[src/rtl/cpu_pkg.sv]
// -----------------------------------------------------------------------------
// cpu_pkg
// Definitions shared by the pipelined CPU front end: the fetch unit, the decode
// unit and the branch unit all agree on address/data widths, the sequential PC
// increment and the post-reset fetch address.
// -----------------------------------------------------------------------------
package cpu_pkg;

    localparam int          CPU_ADDR_W   = 32;
    localparam int          CPU_DATA_W   = 32;
    localparam int          PC_STEP      = 4;
    localparam logic [31:0] CPU_RESET_PC = 32'h0000_0000;

    // Width of an occupancy counter able to hold 0..depth inclusive.
    function automatic int occ_w(input int depth);
        return $clog2(depth) + 1;
    endfunction

endpackage

[src/rtl/if_fifo.sv]
// -----------------------------------------------------------------------------
// if_fifo
// Synchronous prefetch FIFO holding {pc, instruction} entries.
//
// Ports:
//   clk    in   rising-edge clock
//   clrn   in   asynchronous active-low reset (empties the FIFO)
//   push   in   write wdata at the tail
//   wdata  in   entry to write
//   pop    in   remove the head entry
//   flush  in   synchronous empty; wins over push and pop
//   rdata  out  head entry (meaningful only while !empty)
//   count  out  number of stored entries, 0..DEPTH
//   empty  out  count == 0
//   full   out  count == DEPTH
// -----------------------------------------------------------------------------
module if_fifo
    import cpu_pkg::*;
#(
    parameter int WIDTH = 64,
    parameter int DEPTH = 4
) (
    input  logic                    clk,
    input  logic                    clrn,
    input  logic                    push,
    input  logic [WIDTH-1:0]        wdata,
    input  logic                    pop,
    input  logic                    flush,
    output logic [WIDTH-1:0]        rdata,
    output logic [occ_w(DEPTH)-1:0] count,
    output logic                    empty,
    output logic                    full
);

    localparam int PW = $clog2(DEPTH);
    localparam int CW = occ_w(DEPTH);

    logic [WIDTH-1:0] mem_q [DEPTH];
    logic [PW-1:0]    wr_ptr_q, wr_ptr_d;
    logic [PW-1:0]    rd_ptr_q, rd_ptr_d;
    logic [CW-1:0]    count_q,  count_d;
    logic             do_push;
    logic             do_pop;

    assign empty = (count_q == '0);
    assign full  = (count_q == CW'(DEPTH));
    assign count = count_q;
    assign rdata = mem_q[rd_ptr_q];

    // A push into a full FIFO is only accepted when the head leaves in the same cycle.
    assign do_pop  = pop & ~empty;
    assign do_push = push & (~full | do_pop);

    always_comb begin
        wr_ptr_d = wr_ptr_q;
        rd_ptr_d = rd_ptr_q;
        count_d  = count_q;
        if (flush) begin
            wr_ptr_d = '0;
            rd_ptr_d = '0;
            count_d  = '0;
        end else begin
            // DEPTH is a power of two, so the pointers wrap naturally.
            if (do_push) wr_ptr_d = wr_ptr_q + 1'b1;
            if (do_pop)  rd_ptr_d = rd_ptr_q + 1'b1;
            count_d = count_q + CW'(do_push) - CW'(do_pop);
        end
    end

    always_ff @(posedge clk or negedge clrn) begin
        if (!clrn) begin
            wr_ptr_q <= '0;
            rd_ptr_q <= '0;
            count_q  <= '0;
        end else begin
            wr_ptr_q <= wr_ptr_d;
            rd_ptr_q <= rd_ptr_d;
            count_q  <= count_d;
        end
    end

    // Storage carries no control meaning, so it is left out of reset.
    always_ff @(posedge clk) begin
        if (do_push && !flush) begin
            mem_q[wr_ptr_q] <= wdata;
        end
    end

endmodule

[src/rtl/if_prefetch_unit.sv]
// -----------------------------------------------------------------------------
// if_prefetch_unit
// Pipelined instruction-fetch stage: registered fetch PC, one-cycle-latency
// synchronous instruction memory, prefetch FIFO and a valid/ready handshake
// toward decode. A redirect flushes queued and in-flight fetches and restarts
// fetching at the new word-aligned address.
//
// Ports:
//   clk          in   rising-edge clock
//   clrn         in   asynchronous active-low reset
//   redirect     in   branch/jump taken: flush and restart fetch
//   redirect_pc  in   restart address (bits [1:0] ignored)
//   imem_req     out  read request this cycle
//   imem_addr    out  word-aligned read address
//   imem_rdata   in   read data, valid the cycle after imem_req
//   inst_valid   out  FIFO head holds an instruction
//   inst_ready   in   decode accepts the head this cycle
//   inst         out  instruction at the head (0 when not valid)
//   inst_pc      out  address of inst (0 when not valid)
//   inst_pc4     out  inst_pc + 4 modulo 2^ADDR_W (0 when not valid)
// -----------------------------------------------------------------------------
module if_prefetch_unit
    import cpu_pkg::*;
#(
    parameter int                ADDR_W     = CPU_ADDR_W,
    parameter int                DATA_W     = CPU_DATA_W,
    parameter logic [ADDR_W-1:0] RESET_PC   = ADDR_W'(CPU_RESET_PC),
    parameter int                FIFO_DEPTH = 4
) (
    input  logic              clk,
    input  logic              clrn,
    input  logic              redirect,
    input  logic [ADDR_W-1:0] redirect_pc,
    output logic              imem_req,
    output logic [ADDR_W-1:0] imem_addr,
    input  logic [DATA_W-1:0] imem_rdata,
    output logic              inst_valid,
    input  logic              inst_ready,
    output logic [DATA_W-1:0] inst,
    output logic [ADDR_W-1:0] inst_pc,
    output logic [ADDR_W-1:0] inst_pc4
);

    localparam int CW    = occ_w(FIFO_DEPTH);
    localparam int WIDTH = ADDR_W + DATA_W;

    logic [ADDR_W-1:0] fetch_pc_q, fetch_pc_d;
    logic              inflight_q, inflight_d;
    logic [ADDR_W-1:0] inflight_pc_q;

    logic [CW-1:0]     fifo_count;
    logic [CW:0]       occupancy;
    logic              fifo_empty;
    logic              fifo_full;
    logic [WIDTH-1:0]  fifo_rdata;
    logic              resp_push;
    logic              head_pop;
    logic              can_issue;
    logic [ADDR_W-1:0] head_pc;
    logic [DATA_W-1:0] head_inst;

    // Credit: queued entries plus the outstanding read never exceed the FIFO
    // depth, so every response is guaranteed a free slot.
    assign occupancy = {1'b0, fifo_count} + {{CW{1'b0}}, inflight_q};
    assign can_issue = clrn & ~redirect & (occupancy < (CW+1)'(FIFO_DEPTH));

    assign imem_req  = can_issue;
    assign imem_addr = fetch_pc_q;

    // A redirect kills the response landing this cycle and ignores any pop:
    // decode discards that instruction because it is younger than the branch.
    assign resp_push = inflight_q & ~redirect;
    assign head_pop  = inst_valid & inst_ready & ~redirect;

    always_comb begin
        fetch_pc_d = fetch_pc_q;
        inflight_d = 1'b0;
        if (redirect) begin
            fetch_pc_d = {redirect_pc[ADDR_W-1:2], 2'b00};
        end else if (can_issue) begin
            fetch_pc_d = fetch_pc_q + ADDR_W'(PC_STEP);
            inflight_d = 1'b1;
        end
    end

    always_ff @(posedge clk or negedge clrn) begin
        if (!clrn) begin
            fetch_pc_q <= RESET_PC;
            inflight_q <= 1'b0;
        end else begin
            fetch_pc_q <= fetch_pc_d;
            inflight_q <= inflight_d;
        end
    end

    // Only consulted while inflight_q is set, so no reset needed.
    always_ff @(posedge clk) begin
        if (can_issue) begin
            inflight_pc_q <= fetch_pc_q;
        end
    end

    if_fifo #(
        .WIDTH (WIDTH),
        .DEPTH (FIFO_DEPTH)
    ) u_fifo (
        .clk   (clk),
        .clrn  (clrn),
        .push  (resp_push),
        .wdata ({inflight_pc_q, imem_rdata}),
        .pop   (head_pop),
        .flush (redirect),
        .rdata (fifo_rdata),
        .count (fifo_count),
        .empty (fifo_empty),
        .full  (fifo_full)
    );

    assign {head_pc, head_inst} = fifo_rdata;

    // Outputs are forced to zero whenever the head is empty, which also covers reset.
    assign inst_valid = ~fifo_empty;
    assign inst       = inst_valid ? head_inst : '0;
    assign inst_pc    = inst_valid ? head_pc   : '0;
    assign inst_pc4   = inst_valid ? head_pc + ADDR_W'(PC_STEP) : '0;

    a_no_overflow : assert property (@(posedge clk) disable iff (!clrn)
        !(resp_push && fifo_full))
        else $error("prefetch FIFO overflow");

endmodule

[config.mk]
export PLATFORM = sky130hd
export DESIGN_NAME = if_prefetch_unit
export DESIGN_NICKNAME = d
export VERILOG_FILES = /design/src/rtl/cpu_pkg.sv /design/src/rtl/if_fifo.sv /design/src/rtl/if_prefetch_unit.sv
export SDC_FILE = /design/constraint.sdc
export NUM_CORES = 1
export LEC_CHECK = 0
export ABC_AREA = 1
export BUFFER_PORTS_ARGS = -buffer_cell sky130_fd_sc_hd__buf_2
export CAP_MARGIN = 20
export CORE_MARGIN = 8
export CORE_UTILIZATION = 48
export CTS_CLUSTER_SIZE = 12
export DETAILED_ROUTE_END_ITERATION = 12
export GPL_ROUTABILITY_DRIVEN = 0
export MAX_ROUTING_LAYER = met4
export PLACE_DENSITY = 0.66
export SYNTH_ARGS = -nofsm -noshare
export SYNTH_HDL_FRONTEND = slang
export SYNTH_SLANG_ARGS = --single-unit
[constraint.sdc]
create_clock -name clk -period 5 [get_ports clk]
set_clock_uncertainty 0.1 [all_clocks]
set_input_delay 0.5 -clock clk [delete_from_list [all_inputs] [get_ports clk]]
set_output_delay 0.5 -clock clk [all_outputs]
set_load 0.1 [all_outputs]
==> results.json <==
{
  "slew_headroom_pct": 42.84,
  "worst_setup_path_start_kind": "register",
  "crit_path_end_kind": "primary output",
  "final.setup.tns_ns": 0,
  "routed_wl_mm": 36.29,
  "first_global_vias": 10620,
  "dieArea_um2": 36290,
  "tightest_slew_ns": 0.8554,
  "drv_slew": 0,
  "antenna_found_initial": 2,
  "clk_pin_slew_ns": 0.06,
  "finalCritPeriodShare_pct": 84.09,
  "setup_slack_ns": 0.7956,
  "insertion_delay_ns": 0.50,
  "critPathMaxStageDelay_ns": 0.60,
  "nets": 1773,
  "cts_root_buf": "clkbuf_16",
  "synth_edf_count": 278,
  "grt_pass1_wl_mm": 57.02,
  "synthCells": 1517,
  "hold_class": "in2async",
  "drv_cap": 0,
  "yosysWarnings": 0,
  "via_count": 11040,
  "synth_top_flop_cell": "edfxtp_1",
  "hold_buffers": 0,
  "cts-htree-levels": 2,
  "rsz0062_at_grt": "no",
  "synth_cell_types": 35,
  "peakVddDrop_mv": 0.5551,
  "post-place-ws_ns": 1.293,
  "clockBufferDepth": 3,
  "ioPinCount": 198,
  "postCtsSetupBuffers": 0,
  "fill_cells": 2690,
  "grt_max_degree": 74,
  "synthArstFlopShare_pct": 12.03,
  "path_cells": "inv_2, buf_4, o211ai_1, nand2_1, ha_1, inv_1, nor2_1, nand2_1, nor2_4, nand3_1, nand2_1, nand2_1, nor2_1, buf_2",
  "critical_path.slowest_cell": "dfrtp_2",
  "globalRoute.totalOverflow": 0,
  "timing.final.crit_period_ns": 4.204,
  "track_usage_pct": 20.30,
  "drt-pass1-iter-count": 5,
  "ant_nets": 0,
  "syn_to_final_growth_pct": 15.71,
  "hold_ws_ns": 0.04360,
  "cp_common_cell": "nand2_1",
  "critPathArrivalTime_ns": 3.60,
  "crit_type": "reg2out",
  "drive_gt1_share_pct": 15.75,
  "synth_top_area_share_pct": 57.11,
  "yosys.area.top_type": "edfxtp_1",
  "hold_violations": 0,
  "rows": 64,
  "cts_resized": 0,
  "status": "finished clean",
  "numCtsBuffers": 34,
  "cts_tree": "yes",
  "core_um2": 30270,
  "placedInstanceArea_um2": 15920,
  "layout_commonest_cell": "nand2_1",
  "die_h_um": 190.5,
  "hpwl_mm": 24.28,
  "wire_per_inst_um": 17.18,
  "power_leakage_nw": 6.941,
  "avgSynthCellArea_um2": 9.636,
  "syn_area_um2": 14620,
  "post-route-util_pct": 55.88,
  "vias_per_cell": 5.225,
  "start_util_pct": 48.29,
  "die_w_um": 190.5,
  "drc": 0,
  "register_area_um2": 9304,
  "final_cell_mix": "nand2_1 (452), edfxtp_1 (278), nor2_1 (269), buf_2 (189), nand3_1 (102)",
  "io_buffers": 189,
  "timing.fmax_ghz": 0.2378,
  "setup_viol": 0,
  "synth-seq-area-share_pct": 63.61,
  "ys_ff_latch": 316,
  "finalInstanceArea_um2": 16910,
  "drtIter0Drc": 859,
  "multi_input_area_um2": 4702,
  "synthTopCellsByArea": "edfxtp_1 (57%), nand2_1 (12%), nor2_1 (7.0%)",
  "cts.sinks": 316,
  "cp_max_fo": 26,
  "power_density_nw_per_um2": 624.4,
  "cp_data_required_time_ns": 4.40
}
==> critical path: cells and delay by family, from the launching register on <==
kind / cells / cell delay [ns]
and+or+nand+nor: 8 / 1.08
adders and majority gates: 1 / 0.20
DFF: 1 / 0.60
AOI/OAI and AO/OA: 1 / 0.11
buffers and inverters: 4 / 1.09
==> kinds of logic after synthesis <==
kind of cell | count (synthesis) | share of synthesized area (%)
AND/OR/NAND/NOR | 861 | 23.52
flip-flops | 316 | 63.61
AO/OA/AOI/OAI | 167 | 6.206
buffers and inverters | 143 | 4.588
XOR/XNOR | 19 | 1.138
adder cells (fa/ha/maj) | 10 | 0.9073
other | 1 | 0.02565
==> layer usage <==
metal	vias to the layer above	global-route usage, %	routed length (um)
li1	5430	-	-
met1	5153	27.41	16250
met2	405	31.97	16970
met3	47	3.146	2485
met4	0	5.012	584
met5	-	-	0
==> area by class of cell <==
class / instances / area share (%)
well taps: 396 / 2.929
clock buffers: 47 / 5.445
diodes: 2 / 0.02959
flip-flops and latches: 316 / 55.01
multi-input cells: 1063 / 27.80
inverters: 71 / 1.605
repair buffers: 209 / 6.776
clock inverters: 8 / 0.4069
==> path summary, 6_finish.rpt <==
check / start / slack, ns / cells past startpoint / end
worst min register to register: inflight_pc_q[27]$_DFFE_PP_ / 0.39 / 0 / u_fifo.mem_q[1][59]$_DFFE_PP_
worst min-delay path: clrn / 0.04 / 2 / imem_addr[29]$_DFFE_PN0N_
min in group clk: redirect_pc[4] / 0.11 / 3 / imem_addr[4]$_DFFE_PN0N_
worst max register to register: u_fifo.count[1]$_DFF_PN0_ / 2.19 / 12 / u_fifo.count[2]$_DFF_PN0_
worst max-delay path: u_fifo.rd_ptr_q[1]$_DFFE_PN0P_ / 0.80 / 14 / inst_pc4[22]
max in group asynchronous: clrn / 4.32 / 2 / u_fifo.rd_ptr_q[0]$_DFFE_PN0P_
==> synthesized netlist by cell type, types with 2 or more instances <==
cell type  number
nand3_1       102
o21ai_0        84
buf_4          13
xor2_1         13
o21bai_1        3
inv_1          68
nor3_1         13
edfxtp_1      278
dfrtp_1        38
nand2_2         4
o221ai_1        5
buf_6           7
buf_2          22
nand4_1         6
xnor2_1         6
ha_1            9
nor2_1        273
a21oi_1        58
nor2_2          6
nand2_1       452
o211ai_1       14
and2_1          2
clkbuf_1       21
buf_1           9
==> registers in the layout (all words and copies together) (netlist names) <==
name             count
u_fifo.mem_q       248
u_fifo.wr_ptr_q      2
imem_addr           30
inflight_pc_q       30
inflight_q           1
u_fifo.rd_ptr_q      2
u_fifo.count         3
==> metrics by stage <==
step	power, W	instances
6_report	0.01056	2112
5_1_grt	0.01102	2112
4_1_cts	0.01062	2110
3_5_place_dp	0.008369	2055
3_3_place_gp	0.008336	2055
2_1_floorplan	0.007464	1522
==> where the power goes <==
| group | switching, W | internal [W] |
|---|---|---|
| clock network | 0.000925 | 0.00133 |
| logic | 0.00435 | 0.000754 |
| registers | 0.000158 | 0.00304 |
| total | 0.00543 | 0.00513 |
Power figures use the tool's default switching activity.
